[src/rtl/rank_order_encoder.sv]
// -----------------------------------------------------------------------------
// rank_order_encoder
//
// Converts a latched pixel image into a rank-order spike train. Each eligible
// pixel (not yet sent, value >= latched threshold) is emitted once as an AER
// event carrying its pixel index, over a 4-phase REQ/ACK link. Pixels are
// ranked largest-first (DESCENDING=1) or smallest-first (DESCENDING=0), with
// ties going to the lowest index. An optional limit stops the train after
// MAX_SPIKES events (0 = unlimited).
//
// Ports
//   CLK            clock, all logic on the rising edge
//   RST            synchronous active-high reset
//   IMAGE          pixel values, unpacked [0:IMAGE_SIZE-1]
//   NEW_IMAGE      start strobe, only sampled in IDLE
//   THRESHOLD      pixels below this value never spike
//   MAX_SPIKES     spike limit, 0 = unlimited
//   DESCENDING     1 = largest value first, 0 = smallest first
//   BUSY           high whenever the encoder is not idle
//   IMAGE_ENCODED  one-cycle pulse when the image is finished
//   SPIKE_COUNT    events emitted for the current/last image
//   AERIN_ADDR     pixel index of the current event
//   AERIN_REQ      AER request
//   AERIN_ACK      AER acknowledge
//
// States
//   state     | meaning
//   ----------+--------------------------------------------------------------
//   S_IDLE    | waiting for NEW_IMAGE; inputs latched on the strobe
//   S_SELECT  | one cycle: pick next ranked pixel or finish
//   S_REQ     | REQ high, address stable, waiting for ACK high
//   S_ACK_LOW | REQ low, waiting for ACK to return low
//   S_DONE    | IMAGE_ENCODED pulse, back to idle
// -----------------------------------------------------------------------------
module rank_order_encoder #(
    parameter int IMAGE_SIZE      = 5,
    parameter int IMAGE_SIZE_BITS = $clog2(IMAGE_SIZE),
    parameter int PIXEL_MAX_VALUE = 10,
    parameter int PIXEL_BITS      = $clog2(PIXEL_MAX_VALUE)
) (
    input  logic                   CLK,
    input  logic                   RST,
    input  logic [PIXEL_BITS:0]    IMAGE [0:IMAGE_SIZE-1],
    input  logic                   NEW_IMAGE,
    input  logic [PIXEL_BITS:0]    THRESHOLD,
    input  logic [IMAGE_SIZE_BITS:0] MAX_SPIKES,
    input  logic                   DESCENDING,
    output logic                   BUSY,
    output logic                   IMAGE_ENCODED,
    output logic [IMAGE_SIZE_BITS:0] SPIKE_COUNT,
    output logic [IMAGE_SIZE_BITS:0] AERIN_ADDR,
    output logic                   AERIN_REQ,
    input  logic                   AERIN_ACK
);

    localparam int W_ADDR = IMAGE_SIZE_BITS + 1;
    localparam logic [W_ADDR-1:0] COUNT_MAX = W_ADDR'(IMAGE_SIZE);

    typedef enum logic [2:0] {
        S_IDLE    = 3'd0,
        S_SELECT  = 3'd1,
        S_REQ     = 3'd2,
        S_ACK_LOW = 3'd3,
        S_DONE    = 3'd4
    } state_t;

    state_t                r_state;
    logic [PIXEL_BITS:0]   r_image [0:IMAGE_SIZE-1];
    logic [PIXEL_BITS:0]   r_threshold;
    logic [W_ADDR-1:0]     r_max_spikes;
    logic                  r_descending;
    logic [IMAGE_SIZE-1:0] r_sent;
    logic [W_ADDR-1:0]     r_spike_count;
    logic [W_ADDR-1:0]     r_aer_addr;
    logic                  r_aer_req;
    logic                  r_image_encoded;

    logic                  w_found;
    logic [W_ADDR-1:0]     w_sel_idx;
    logic [PIXEL_BITS:0]   w_sel_val;
    logic [IMAGE_SIZE-1:0] w_sel_onehot;
    logic                  w_limit_hit;

    // Linear scan from index 0 upward. Only a strictly better value replaces
    // the current pick, so equal values keep the lowest index.
    always_comb begin
        w_found      = 1'b0;
        w_sel_idx    = '0;
        w_sel_val    = '0;
        w_sel_onehot = '0;
        for (int i = 0; i < IMAGE_SIZE; i++) begin
            if (!r_sent[i] && (r_image[i] >= r_threshold)) begin
                if (!w_found ||
                    (r_descending ? (r_image[i] > w_sel_val)
                                  : (r_image[i] < w_sel_val))) begin
                    w_found         = 1'b1;
                    w_sel_idx       = W_ADDR'(i);
                    w_sel_val       = r_image[i];
                    w_sel_onehot    = '0;
                    w_sel_onehot[i] = 1'b1;
                end
            end
        end
    end

    // A limit above IMAGE_SIZE is never reached, which makes it unlimited.
    assign w_limit_hit = (r_max_spikes != '0) && (r_spike_count == r_max_spikes);

    always_ff @(posedge CLK) begin
        if (RST) begin
            r_state         <= S_IDLE;
            for (int i = 0; i < IMAGE_SIZE; i++) begin
                r_image[i] <= '0;
            end
            r_threshold     <= '0;
            r_max_spikes    <= '0;
            r_descending    <= 1'b0;
            r_sent          <= '0;
            r_spike_count   <= '0;
            r_aer_addr      <= '0;
            r_aer_req       <= 1'b0;
            r_image_encoded <= 1'b0;
        end else begin
            r_image_encoded <= 1'b0;
            unique case (r_state)
                S_IDLE: begin
                    if (NEW_IMAGE) begin
                        r_image       <= IMAGE;
                        r_threshold   <= THRESHOLD;
                        r_max_spikes  <= MAX_SPIKES;
                        r_descending  <= DESCENDING;
                        r_sent        <= '0;
                        r_spike_count <= '0;
                        r_state       <= S_SELECT;
                    end
                end
                S_SELECT: begin
                    if (!w_found || w_limit_hit) begin
                        r_image_encoded <= 1'b1;
                        r_state         <= S_DONE;
                    end else begin
                        r_aer_addr <= w_sel_idx;
                        r_aer_req  <= 1'b1;
                        r_sent     <= r_sent | w_sel_onehot;
                        if (r_spike_count < COUNT_MAX) begin
                            r_spike_count <= r_spike_count + W_ADDR'(1);
                        end
                        r_state    <= S_REQ;
                    end
                end
                S_REQ: begin
                    if (AERIN_ACK) begin
                        r_aer_req <= 1'b0;
                        r_state   <= S_ACK_LOW;
                    end
                end
                S_ACK_LOW: begin
                    if (!AERIN_ACK) begin
                        r_state <= S_SELECT;
                    end
                end
                S_DONE: begin
                    r_state <= S_IDLE;
                end
                default: begin
                    r_aer_req <= 1'b0;
                    r_state   <= S_IDLE;
                end
            endcase
        end
    end

    assign BUSY          = (r_state != S_IDLE);
    assign IMAGE_ENCODED = r_image_encoded;
    assign SPIKE_COUNT   = r_spike_count;
    assign AERIN_ADDR    = r_aer_addr;
    assign AERIN_REQ     = r_aer_req;

endmodule
[config.mk]
export PLATFORM = sky130hd
export DESIGN_NAME = rank_order_encoder
export DESIGN_NICKNAME = d
export VERILOG_FILES = /design/src/rtl/rank_order_encoder.sv
export SDC_FILE = /design/constraint.sdc
export NUM_CORES = 1
export LEC_CHECK = 0
export ABC_AREA = 1
export CORE_MARGIN = 2
export CORE_UTILIZATION = 54
export DETAILED_ROUTE_END_ITERATION = 12
export DONT_BUFFER_PORTS = 1
export GPL_TIMING_DRIVEN = 1
export PLACE_DENSITY = 0.69
export SLEW_MARGIN = 20
export SYNTH_ARGS = -nofsm -noshare
export SYNTH_HDL_FRONTEND = slang
export SYNTH_SLANG_ARGS = --single-unit
export TNS_END_PERCENT = 50
[constraint.sdc]
create_clock -name CLK -period 12.7 [get_ports CLK]
set_input_delay 3.175 -clock CLK [delete_from_list [all_inputs] [get_ports CLK]]
set_output_delay 3.175 -clock CLK [all_outputs]
set_load 0.005 [all_outputs]
==> flow_summary.json <==
{
  "remaining_drc_errors": 0,
  "synthDistinctLibCells": 40,
  "drt-initial-drc-count": 169,
  "met1_usage_pct": 31.16,
  "cts_hold_buf": 0,
  "diodes": 0,
  "crit_required_ns": 12.94,
  "portBuffers": 0,
  "synth.most_common_cell": "nand2_1",
  "timing.final.crit_share_pct": 55.65,
  "finalWirelength_um": 8429,
  "r2r_slack_ns": 5.63,
  "min_period_ns": 7.067,
  "post-dp-hpwl_um": 6536,
  "dieArea_mm2": 0.007408,
  "synth_area_leaders": "dfxtp_1, ha_1, nand2_1",
  "critPathSlowestCell": "o21ai_2",
  "fmax_mhz": 141.5,
  "multi_input_area_mm2": 0.002231,
  "track_usage_pct": 23.73,
  "criticalPathCategory": "reg2reg",
  "viasPerCell": 5.511,
  "io_pins": 50,
  "nNetsFinal": 583,
  "ctsResizeCount": 0,
  "clock-sinks": 52,
  "cp_data_arrival_time_ns": 7.31,
  "grt-ovfl-total": 0,
  "core_area_mm2": 0.006422,
  "ys_warn_count": 0,
  "routabilityCongestion": 0.9999,
  "relSlewSlack_pct": 44.92,
  "grt_max_degree": 66,
  "cts_tree": "done",
  "async_flop_share_pct": 0,
  "netlist_area_mm2": 0.003637,
  "grt_pass1_vias": 2993,
  "slowest_delay_ns": 0.46,
  "grt_use_met2_pct": 39.25,
  "fin_skew_ns": 0.007300,
  "max-clock-path-buffers": 2,
  "chipWidth_um": 86.07,
  "yosys.area.top_type": "dfxtp_1",
  "regArea_mm2": 0.001041,
  "rows": 29,
  "start_util_pct": 56.63,
  "drv_cap": 0,
  "cp_max_fo": 17,
  "hold_path.class": "reg2reg",
  "ys_seq_elements": 52,
  "synth_area_per_cell_um2": 7.174,
  "postCtsSetupBuffers": 0,
  "hold_viol_final": 0,
  "cts_max_level": 2,
  "cts_buffers": 5,
  "nFillCells": 627,
  "grt.busiest_layer": "met2",
  "cpMostUsedCell": "nand2_1",
  "ys_seq_area_share_pct": 28.62,
  "report.final.slew_viol_count": 0,
  "synth_ff_type": "dfxtp_1",
  "synth_common_cells": "nand2_1, inv_1, a21oi_1",
  "final_area_mm2": 0.003757,
  "synth_edf_count": 0,
  "wl_per_cell_um": 14.66,
  "cp-end-kind": "flip-flop",
  "synthToLayoutAreaGrowth_pct": 3.302,
  "cp_top_family": "simple AND/OR/NAND/NOR gates",
  "cp_num_buf_inv": 6,
  "insertion_delay_ns": 0.31,
  "yosys.area.top_type_share_pct": 28.62,
  "syn-num-nets": 593,
  "path_clk_slew_ns": 0.10,
  "status": "complete, no violations",
  "synthCells": 507,
  "worstSetupStartpointType": "flip-flop",
  "die_h_um": 86.07,
  "drive_above_1_share_pct": 8.434,
  "dpl_cell_area_mm2": 0.003637,
  "grt_first_pass_wirelength_um": 13970,
  "finalSetupTns_ns": 0,
  "worstMarginPinSlew_ns": 0.8253,
  "use_met3_pct": 4.331,
  "dr.pass1.iters": 4,
  "ant_nets": 0,
  "antenna_found_initial": 0,
  "via_count": 3169,
  "rsz0062_at_grt": "false",
  "root_buffer": "clkbuf_8",
  "setup_violations": 0
}
cells in the final DEF, fill, tap and decap left out, drive strengths merged:
| master | n |
|---|---|
| or2 | 3 |
| a21boi | 1 |
| dfxtp | 52 |
| o21a | 3 |
| o31ai | 2 |
| nand4 | 5 |
| nor2 | 34 |
| bufinv | 1 |
| inv | 74 |
| conb | 1 |
| clkinv | 1 |
| xor2 | 2 |
| o22ai | 1 |
| nand2 | 120 |
| a21o | 1 |
| nor3 | 4 |
| clkbuf | 5 |
| o211ai | 6 |
| nand3b | 2 |
| a31oi | 2 |
| nor4 | 1 |
| nand3 | 27 |
| ha | 47 |
| a21oi | 64 |
| xnor2 | 1 |
| o21ai | 38 |
layer usage:
metal,part of all wire (%),vias up
li1,-,1641
met1,45,1437
met2,47,78
met3,5.6,13
met4,2.1,0
met5,0,-
cells by family after synthesis:
family / synth area share [%]
AO/OA/AOI/OAI: 18.61
XOR/XNOR: 0.7225
adder cells (fa/ha/maj): 16.17
buffers and inverters: 10.25
flip-flops: 28.62
other: 0.1031
AND/OR/NAND/NOR: 25.52
state kept, by name (all words and copies together) (netlist names):
register	count
r_image	25
r_sent	5
r_threshold	5
SPIKE_COUNT	4
r_max_spikes	4
AERIN_ADDR	3
r_state	3
AERIN_REQ	1
IMAGE_ENCODED	1
r_descending	1
stage by stage:
stage	util, %	setup slack, ns	instances	hold slack [ns]
finish	58.50	5.633	575	0.4767
global route	58.50	4.850	575	0.4993
CTS	58.43	5.703	575	0.4737
detailed placement	56.63	5.766	567	0.4594
global placement	56.63	5.960	567	0.4481
floorplan	-	6.761	507	0.4359
path summary, 6_finish.rpt:
kind                                startpoint            end  cells after the start
worst min register to register       r_sent[2]      r_sent[2]                      2
worst min-delay path                 r_sent[2]      r_sent[2]                      2
worst max register to register  r_threshold[4]  AERIN_ADDR[0]                     53
worst max-delay path            r_threshold[4]  AERIN_ADDR[0]                     53
layout make-up:
cell class,count,area share [%]
clock buffer,5,1.832
clock inverter,3,1.232
inverter,73,7.293
multi-input combinational,365,59.37
sequential,52,27.71
tap,77,2.564
tightest hold or removal path: cells and delay by family (launching register included):
family / cells / cell delay (ns)
flops: 1 / 0.31
buf+inv: 1 / 0.07
compound gates: 1 / 0.06
Power is left out: the tool's default activity adds up to more than one toggle a clock period on the data nets, which glitch-free logic cannot reach.
